`src/rtl/bus_master_arbiter.sv`:
```
// Four-master shared-bus arbiter with grant parking, selectable round-robin or
// fixed-priority release policy, and a combinational owner-steered bus mux.
module bus_master_arbiter (
  input  logic        clk,
  input  logic        reset,
  input  logic        arb_mode,
  input  logic        m0_req_,
  input  logic [29:0] m0_addr,
  input  logic        m0_as_,
  input  logic        m0_rw,
  input  logic [31:0] m0_wr_data,
  input  logic        m1_req_,
  input  logic [29:0] m1_addr,
  input  logic        m1_as_,
  input  logic        m1_rw,
  input  logic [31:0] m1_wr_data,
  input  logic        m2_req_,
  input  logic [29:0] m2_addr,
  input  logic        m2_as_,
  input  logic        m2_rw,
  input  logic [31:0] m2_wr_data,
  input  logic        m3_req_,
  input  logic [29:0] m3_addr,
  input  logic        m3_as_,
  input  logic        m3_rw,
  input  logic [31:0] m3_wr_data,
  output logic        m0_grnt_,
  output logic        m1_grnt_,
  output logic        m2_grnt_,
  output logic        m3_grnt_,
  output logic [29:0] s_addr,
  output logic        s_as_,
  output logic        s_rw,
  output logic [31:0] s_wr_data,
  output logic [1:0]  owner
);

  logic [1:0] owner_r;
  logic [1:0] next_owner_s;
  logic [1:0] sel_s;
  logic [3:0] req_s;

  // Lowest-index requester wins; with no requester the current owner parks.
  function automatic logic [1:0] fixed_pick(input logic [3:0] req, input logic [1:0] cur);
    logic [1:0] pick;
    casez (req)
      4'b???1: pick = 2'd0;
      4'b??10: pick = 2'd1;
      4'b?100: pick = 2'd2;
      4'b1000: pick = 2'd3;
      default: pick = cur;
    endcase
    return pick;
  endfunction

  // Search cur+1, cur+2, cur+3 (mod 4); the first requester wins.
  function automatic logic [1:0] rr_pick(input logic [3:0] req, input logic [1:0] cur);
    logic [1:0] c1;
    logic [1:0] c2;
    logic [1:0] c3;
    logic [1:0] pick;
    c1 = cur + 2'd1;
    c2 = cur + 2'd2;
    c3 = cur + 2'd3;
    casez ({req[c3], req[c2], req[c1]})
      3'b??1:  pick = c1;
      3'b?10:  pick = c2;
      3'b100:  pick = c3;
      default: pick = cur;
    endcase
    return pick;
  endfunction

  assign req_s = ~{m3_req_, m2_req_, m1_req_, m0_req_};

  // Next-owner decision: hold while the owner requests, otherwise arbitrate.
  always_comb begin
    next_owner_s = owner_r;
    if (req_s[owner_r]) begin
      next_owner_s = owner_r;
    end else if (arb_mode) begin
      next_owner_s = fixed_pick(req_s, owner_r);
    end else begin
      next_owner_s = rr_pick(req_s, owner_r);
    end
  end

  // Owner register; reset parks the bus on master 0.
  always_ff @(posedge clk) begin
    if (reset) begin
      owner_r <= 2'd0;
    end else begin
      owner_r <= next_owner_s;
    end
  end

  assign owner    = owner_r;
  assign m0_grnt_ = (owner_r != 2'd0);
  assign m1_grnt_ = (owner_r != 2'd1);
  assign m2_grnt_ = (owner_r != 2'd2);
  assign m3_grnt_ = (owner_r != 2'd3);

  // Master 0 drives the bus while reset is held, even before the first edge.
  assign sel_s = reset ? 2'd0 : owner_r;

  // Bus mux: forward only the selected master's access signals.
  always_comb begin
    s_addr    = m0_addr;
    s_as_     = m0_as_;
    s_rw      = m0_rw;
    s_wr_data = m0_wr_data;
    case (sel_s)
      2'd0: begin
        s_addr = m0_addr; s_as_ = m0_as_; s_rw = m0_rw; s_wr_data = m0_wr_data;
      end
      2'd1: begin
        s_addr = m1_addr; s_as_ = m1_as_; s_rw = m1_rw; s_wr_data = m1_wr_data;
      end
      2'd2: begin
        s_addr = m2_addr; s_as_ = m2_as_; s_rw = m2_rw; s_wr_data = m2_wr_data;
      end
      2'd3: begin
        s_addr = m3_addr; s_as_ = m3_as_; s_rw = m3_rw; s_wr_data = m3_wr_data;
      end
      default: begin
        s_addr = m0_addr; s_as_ = m0_as_; s_rw = m0_rw; s_wr_data = m0_wr_data;
      end
    endcase
  end

endmodule

```
`config.mk`:
```
export PLATFORM = sky130hd
export DESIGN_NAME = bus_master_arbiter
export DESIGN_NICKNAME = d
export VERILOG_FILES = /design/src/rtl/bus_master_arbiter.sv
export SDC_FILE = /design/constraint.sdc
export NUM_CORES = 1
export LEC_CHECK = 0
export ABC_AREA = 1
export ABC_CLOCK_PERIOD_IN_PS = 1800
export BUFFER_PORTS_ARGS = -buffer_cell sky130_fd_sc_hd__buf_2
export CAP_MARGIN = 0
export CORE_AREA = 3 3 127 129
export CTS_BUF_LIST = sky130_fd_sc_hd__clkbuf_16
export DETAILED_ROUTE_END_ITERATION = 12
export DIE_AREA = 0 0 130 132
export HOLD_SLACK_MARGIN = 0.08
export PLACE_DENSITY = 0.47
export RECOVER_POWER = 25
export REMOVE_ABC_BUFFERS = 1
export SYNTH_ARGS = -nofsm -noshare
export SYNTH_HDL_FRONTEND = slang
export SYNTH_SLANG_ARGS = --single-unit
```
`constraint.sdc`:
```
create_clock -name clk -period 1.8 [get_ports clk]
set_input_delay 0.27 -clock clk [delete_from_list [all_inputs] [get_ports clk]]
set_output_delay 0.27 -clock clk [all_outputs]
set_load 0.05 [all_outputs]
```
==> impl_metrics.env, run 1 <==
export IMPL_status="complete, no violations"
export IMPL_clock_sinks=2
export IMPL_whs_path_depth=4
export IMPL_final_common_cell="nand2_1"
export IMPL_tightest_slew_ns=0.598
export IMPL_initial_core_util_pct=12.8
export IMPL_drt_initial_drc_count=178
export IMPL_root_buffer="clkbuf_16"
export IMPL_synth_xor_area_share_pct=0
export IMPL_antenna_found_initial=0
export IMPL_drv_cap=0
export IMPL_avgViaCountPerCell=4.32
export IMPL_path_buf_inv=3
export IMPL_nFillCells=1775
export IMPL_cts_tree="built"
export IMPL_r2r_start="owner[0]"
export IMPL_drt_first_pass_iters=7
export IMPL_power_density_nw_per_um2=1340
export IMPL_max_stage_delay_ns=0.36
export IMPL_ff2ff_setup_slack_ns=0.23
export IMPL_syn_inst=428
export IMPL_min_from="reset"
export IMPL_nets=1023
export IMPL_die_width_um=130
export IMPL_place_hpwl_um=11900
export IMPL_clk_pin_slew_ns=0.03
export IMPL_irDropWorstVdd_uv=742
export IMPL_muxShareOfSynthArea_pct=0
export IMPL_syn_area_per_cell_um2=4.54
export IMPL_hold_ws_ns=0.323
export IMPL_gp_congestion=0.982
export IMPL_largest_reg_flops=2
export IMPL_portBuffers=332
export IMPL_final_layout_size_suffix_gt1_share_pct=48.5
export IMPL_min_to="owner[0]"
export IMPL_cp_required_ns=1.53
export IMPL_startpoint_type="register"
export IMPL_path_delay_family="buffers and inverters"
export IMPL_critical_path_cell_chain="nand2_4, nor2_4, buf_12, buf_12, nand2_1, nand4_1, buf_6"
export IMPL_cp_arrival_ns=1.49
export IMPL_drtAntennaViolNets=0
export IMPL_rsz0062_at_grt="true"
export IMPL_hold_class="in -> reg"
export IMPL_cp_common_cell="buf_12"
export IMPL_synth_seq_cells=2
export IMPL_place_ws_ns=0.0790
export IMPL_finalWirelength_um=15000
export IMPL_dieArea_um2=17200
export IMPL_synth_area_leaders="nand2_1, nand4_1, buf_6, nand3_1, ha_1"
export IMPL_area_delta_synth_final_pct=129
export IMPL_numCtsBuffers=3
export IMPL_io_pins=333
export IMPL_yosysSeqAreaShare_pct=2.06
export IMPL_worst_clock_skew_ns=0.00252
export IMPL_fmax_mhz=567
export IMPL_std_cell_rows=45
export IMPL_syn_cell_area_um2=1940
export IMPL_first_global_vias=3904
export IMPL_yosysWarnings=0
export IMPL_path_max_fanout=18
export IMPL_synth_top_area_cell="nand2_1"
export IMPL_die_height_um=132
export IMPL_setup_viol_count_final=0
export IMPL_drv_slew=0
export IMPL_yosys_area_share_simple_pct=83.4
export IMPL_worst_r2r_endpoint="owner[0]"
export IMPL_synth_top_cell_area_share_pct=55.9
export IMPL_cp_slowest_cell="dfxtp_4"
export IMPL_drc=0
export IMPL_clk_path_buf_depth=2
export IMPL_synthAdderAreaFrac_pct=2.58
export IMPL_final_cell_mix="nand2_1, buf_2, nand4_1"
export IMPL_dp_cells=935
export IMPL_min_period_ns=1.76
export IMPL_wl_per_cell_um=15.9
export IMPL_synth_compound_area_share_pct=1.42
export IMPL_clk_latency_ns=0.22
export IMPL_rr_worst_depth=11
export IMPL_seqCellArea_um2=47.5
export IMPL_timing_final_crit_share_pct=98.0
export IMPL_synth_top_family_by_area="simple AND/OR/NAND/NOR gates"
export IMPL_end_kind="output port"
export IMPL_grt_overflow=0
export IMPL_relSlewSlack_pct=60.3
export IMPL_n_antenna_cell=0
export IMPL_yosysUniqueCellTypes=20
export IMPL_vias=4070
export IMPL_final_instance_count_excl_fill=942
export IMPL_grt_first_pass_wirelength_um=20600
export IMPL_grt_util_all_layers_pct=14.9
export IMPL_path_class="reg -> out"
export IMPL_h_tree_depth=1
export IMPL_grt_max_degree=38
export IMPL_p_leak_nw=2.40
export IMPL_fin_ws_ns=0.0354
export IMPL_core_area_um2=15100
export IMPL_multi_input_area_um2=1720
export IMPL_hold_viol=0
[metrics by stage]
step	utilization [%]	area, µm²	power [W]	setup TNS, ns
floorplan	-	1790	0.00332	-77.75
global placement	26.5	4020	0.00516	0
detailed placement	26.5	4020	0.00514	0
CTS	27.5	4160	0.00564	-0.0174
global route	29.3	4440	0.00629	-0.169
finish	29.3	4440	0.00596	0
[synth_stat cells (all sizes together)]
cell,number
and2,1
ha,4
buf,14
a21oi,3
inv,14
clkbuf,11
nor3,1
a22oi,1
nor2,11
nand4,63
nand3,12
dfxtp,2
nand2,290
o21ai,1
[cell type report]
| cell class | count | share of cell area (%) |
|---|---|---|
| inverter | 14 | 1.18 |
| multi-input combinational | 387 | 38.8 |
| timing repair buffer | 348 | 52.0 |
| clock buffer | 3 | 1.69 |
| sequential | 2 | 1.07 |
| tap | 188 | 5.29 |
[worst register-to-register path: stages, from the launching register on]
cell,delay (ns)
dfxtp_4,0.36
buf_4,0.18
inv_2,0.05
ha_1,0.31
inv_1,0.12
nand2_1,0.06
nand2_1,0.07
nand3_1,0.07
nand3_1,0.09
nand2_1,0.06
nand2_1,0.05
nor2_1,0.03
[kinds of logic after synthesis]
logic type               count (synthesis)
AND/OR/NAND/NOR                        378
AO/OA/AOI/OAI                            5
flip-flops                               2
adder cells (fa/ha/maj)                  4
buffers and inverters                   39
[per-layer routing]
metal	wire length [µm]	vias to the layer above	track usage (%)
li1	-	2047	-
met1	6300	1802	19.1
met2	7330	205	26.6
met3	1140	16	2.19
met4	246	0	2.31
met5	0	-	0
[what timing repair did]
item                       4_1_cts  5_1_grt
pin swaps                        1       17
gates cloned                     0        3
resized for setup               29       79
buffers inserted                 0        1
setup endpoints to repair       64       60
hold buffers                     0        0
[worst max-delay path by stage]
| stage | depth (start not counted) | startpoint | slack, ns | end |
|---|---|---|---|---|
| 2_1_floorplan | 4 | owner[0] | -1.21 | s_addr[0] |
| 3_3_place_gp | 8 | reset | 0.09 | s_wr_data[31] |
| 3_5_place_dp | 8 | reset | 0.08 | s_wr_data[31] |
| 4_1_cts | 7 | owner[1] | -0.02 | s_wr_data[15] |
| 5_1_grt | 7 | owner[1] | -0.04 | s_addr[0] |
| 6_report | 7 | owner[0] | 0.04 | s_wr_data[20] |
[power breakdown]
part	leakage (nW)	switching (W)	internal, W
Sequential	0.0178	0.0000315	0.0000752
Clock	0.0370	0.0000483	0.000282
Combinational	2.34	0.00370	0.00182
(Power assumes the default switching activity.)
==> run 2: changes to the inputs <==
Settings changed: ABC_AREA 1 to unset, CORE_AREA 3 3 127 129 to 3 3 129 131, DIE_AREA 0 0 130 132 to 0 0 132 134, PLACE_DENSITY 0.47 to 0.51.
==> impl_metrics.env, run 2 <==
export IMPL_status="finished with violations"
export IMPL_violations="negative setup slack"
export IMPL_setup_tns_ns=-5.24
export IMPL_core_area_um2=15700
export IMPL_critical_path_cell_chain="buf_12, buf_16, mux2i_1, nand2_1, o21ai_0, a21oi_1, buf_4"
export IMPL_drc=0
export IMPL_final_common_cell="buf_2"
export IMPL_worst_clock_skew_ns=0.00467
export IMPL_drt_initial_drc_count=235
export IMPL_max_stage_delay_ns=0.41
export IMPL_yosysWarnings=0
export IMPL_seqCellArea_um2=43.8
export IMPL_die_width_um=132
export IMPL_p_leak_nw=2.48
export IMPL_synth_top_cell_area_share_pct=19.9
export IMPL_root_buffer="clkbuf_16"
export IMPL_synth_common_cells="o21ai_0, nand2_1, a21oi_1, mux2i_1, or3_1"
export IMPL_gp_congestion=0.784
export IMPL_path_class="reg -> out"
export IMPL_synth_edf_count=0
export IMPL_hold_ws_ns=0.460
export IMPL_vias=4780
export IMPL_largest_reg_flops=2
export IMPL_grt_first_pass_wirelength_um=24300
export IMPL_yosysSeqAreaShare_pct=1.45
export IMPL_n_antenna_cell=0
export IMPL_portBuffers=332
export IMPL_clk_pin_slew_ns=0.03
export IMPL_synth_top_area_cell="o21ai_0"
export IMPL_final_cell_mix="buf_2, o21ai_0, buf_4"
export IMPL_fin_area_um2=5420
export IMPL_cp_slowest_cell="dfxtp_4"
export IMPL_clock_sinks=2
export IMPL_cts_tree="built"
export IMPL_wl_per_cell_um=16.3
export IMPL_dieArea_um2=17700
export IMPL_synth_seq_cells=2
export IMPL_hold_class="in -> reg"
export IMPL_min_period_ns=1.95
export IMPL_end_kind="output port"
export IMPL_io_pins=333
export IMPL_synth_area_leaders="o21ai_0, mux2i_1, or3_1, a21oi_1, a22oi_1"
export IMPL_initial_core_util_pct=17.6
export IMPL_fin_util_pct=34.5
export IMPL_synth_most_common_cell="o21ai_0"
export IMPL_finalWirelength_um=16200
export IMPL_hold_viol=0
export IMPL_grt_max_degree=42
export IMPL_area_delta_synth_final_pct=95.7
export IMPL_irDropWorstVdd_uv=696
export IMPL_syn_area_per_cell_um2=6.18
export IMPL_postCtsHoldBufs=0
export IMPL_fin_ws_ns=-0.148
export IMPL_drt_first_pass_iters=4
export IMPL_multi_input_area_um2=2530
export IMPL_nFillCells=1729
export IMPL_drtAntennaViolNets=0
export IMPL_placed_area_um2=4790
export IMPL_drv_slew=0
export IMPL_final_layout_size_suffix_gt1_share_pct=52.3
export IMPL_timing_final_crit_share_pct=108
export IMPL_path_max_fanout=22
export IMPL_async_flop_share_pct=0
export IMPL_cp_required_ns=1.53
export IMPL_cp_arrival_ns=1.68
export IMPL_numCtsBuffers=3
export IMPL_std_cell_rows=46
export IMPL_dp_cells=973
export IMPL_syn_inst=448
export IMPL_die_height_um=134
export IMPL_synth_ff_type="dfxtp_1"
export IMPL_drv_cap=0
export IMPL_relSlewSlack_pct=60.8
export IMPL_power_density_nw_per_um2=1210
export IMPL_clk_latency_ns=0.22
export IMPL_antenna_found_initial=0
export IMPL_rsz0062_at_grt="true"
export IMPL_grt_util_all_layers_pct=16.4
export IMPL_syn_cell_area_um2=2770
export IMPL_first_global_vias=4762
export IMPL_setup_viol_count_final=66
export IMPL_fmax_mhz=513
export IMPL_startpoint_type="register"
export IMPL_clk_path_buf_depth=2
export IMPL_nets=1046
export IMPL_grt_overflow=0
export IMPL_avgViaCountPerCell=4.81
export IMPL_final_instance_count_excl_fill=994
export IMPL_yosysUniqueCellTypes=35
export IMPL_tightest_slew_ns=0.590
export IMPL_place_hpwl_um=12100
export IMPL_h_tree_depth=1
run 2: cell count changes after synthesis, moves of 11 or more:
cell      before  now
nand2_1      289   52
o21ai_0        1  110
nand4_1       63    1
mux2i_1        0   51
or3_1          0   50
a21oi_1        3   51
a22oi_1        1   28
clkbuf_1      11   28
mux2_2         0   14
nand3_1       12    1
run 2: worst max-delay path, delay by kind of cell, from the launching register on:
kind / cells / cell delay [ns]
buffers and inverters: 3 / 0.57
flip-flops: 1 / 0.41
multiplexers: 1 / 0.25
AO/OA/AOI/OAI: 2 / 0.13
AND/OR/NAND/NOR: 1 / 0.08
run 2: power by group:
group          internal [W]  switching, W
registers         0.0000650     0.0000349
logic               0.00237       0.00375
clock network      0.000286     0.0000546
total               0.00272       0.00384
run 2: cells by family (layout without fill, tap and decap cells):
group,count (synthesis),after routing,share of synthesized area [%]
DFF,2,2,1.45
adders and majority gates,4,4,1.81
muxes,67,67,25.8
AOI/OAI and AO/OA,206,206,41.2
and+or+nand+nor,113,113,20.5
buffers and inverters,56,386,9.35
run 2: layout make-up:
| type | count | share of cell area [%] |
|---|---|---|
| clock buffers | 3 | 1.39 |
| clock inverters | 1 | 0.0693 |
| inverters | 9 | 0.762 |
| multi-input cells | 390 | 46.7 |
| flip-flops and latches | 2 | 0.808 |
| well taps | 216 | 4.99 |
| repair buffers | 373 | 45.3 |
run 2: repair_timing:
| action | CTS | global route |
|---|---|---|
| gates resized for setup | 106 | 32 |
| buffers inserted | 8 | 6 |
| hold endpoints to repair | 0 | 0 |
| cloned | 2 | 2 |
| pin swaps | 2 | 10 |
| endpoints found under the setup margin | 64 | 67 |
run 2: final timing paths:
kind	end	slack, ns	depth (start not counted)	start
worst max-delay path	s_wr_data[21]	-0.15	7	owner[1]
worst min-delay path	owner[0]	0.46	3	arb_mode
worst max register to register	owner[1]	-0.09	6	owner[1]
worst min register to register	owner[0]	0.80	3	owner[0]
run 2: metal layers:
metal  track usage (%)  share of wire (%)  up-vias
li1                  -                  -     2335
met1              20.1                 40     2190
met2              30.4                 51      239
met3              2.44                7.6       16
met4              3.15                1.4        0
met5                 0                  0        -
run 2: metrics by stage:
stage                     total power (W)  setup slack, ns
after CTS                         0.00633           -0.137
after detailed placement          0.00524           0.0486
after global routing              0.00692           -0.205
after floorplan                   0.00358            -5.04
after global placement            0.00526           0.0474
final                             0.00656           -0.148
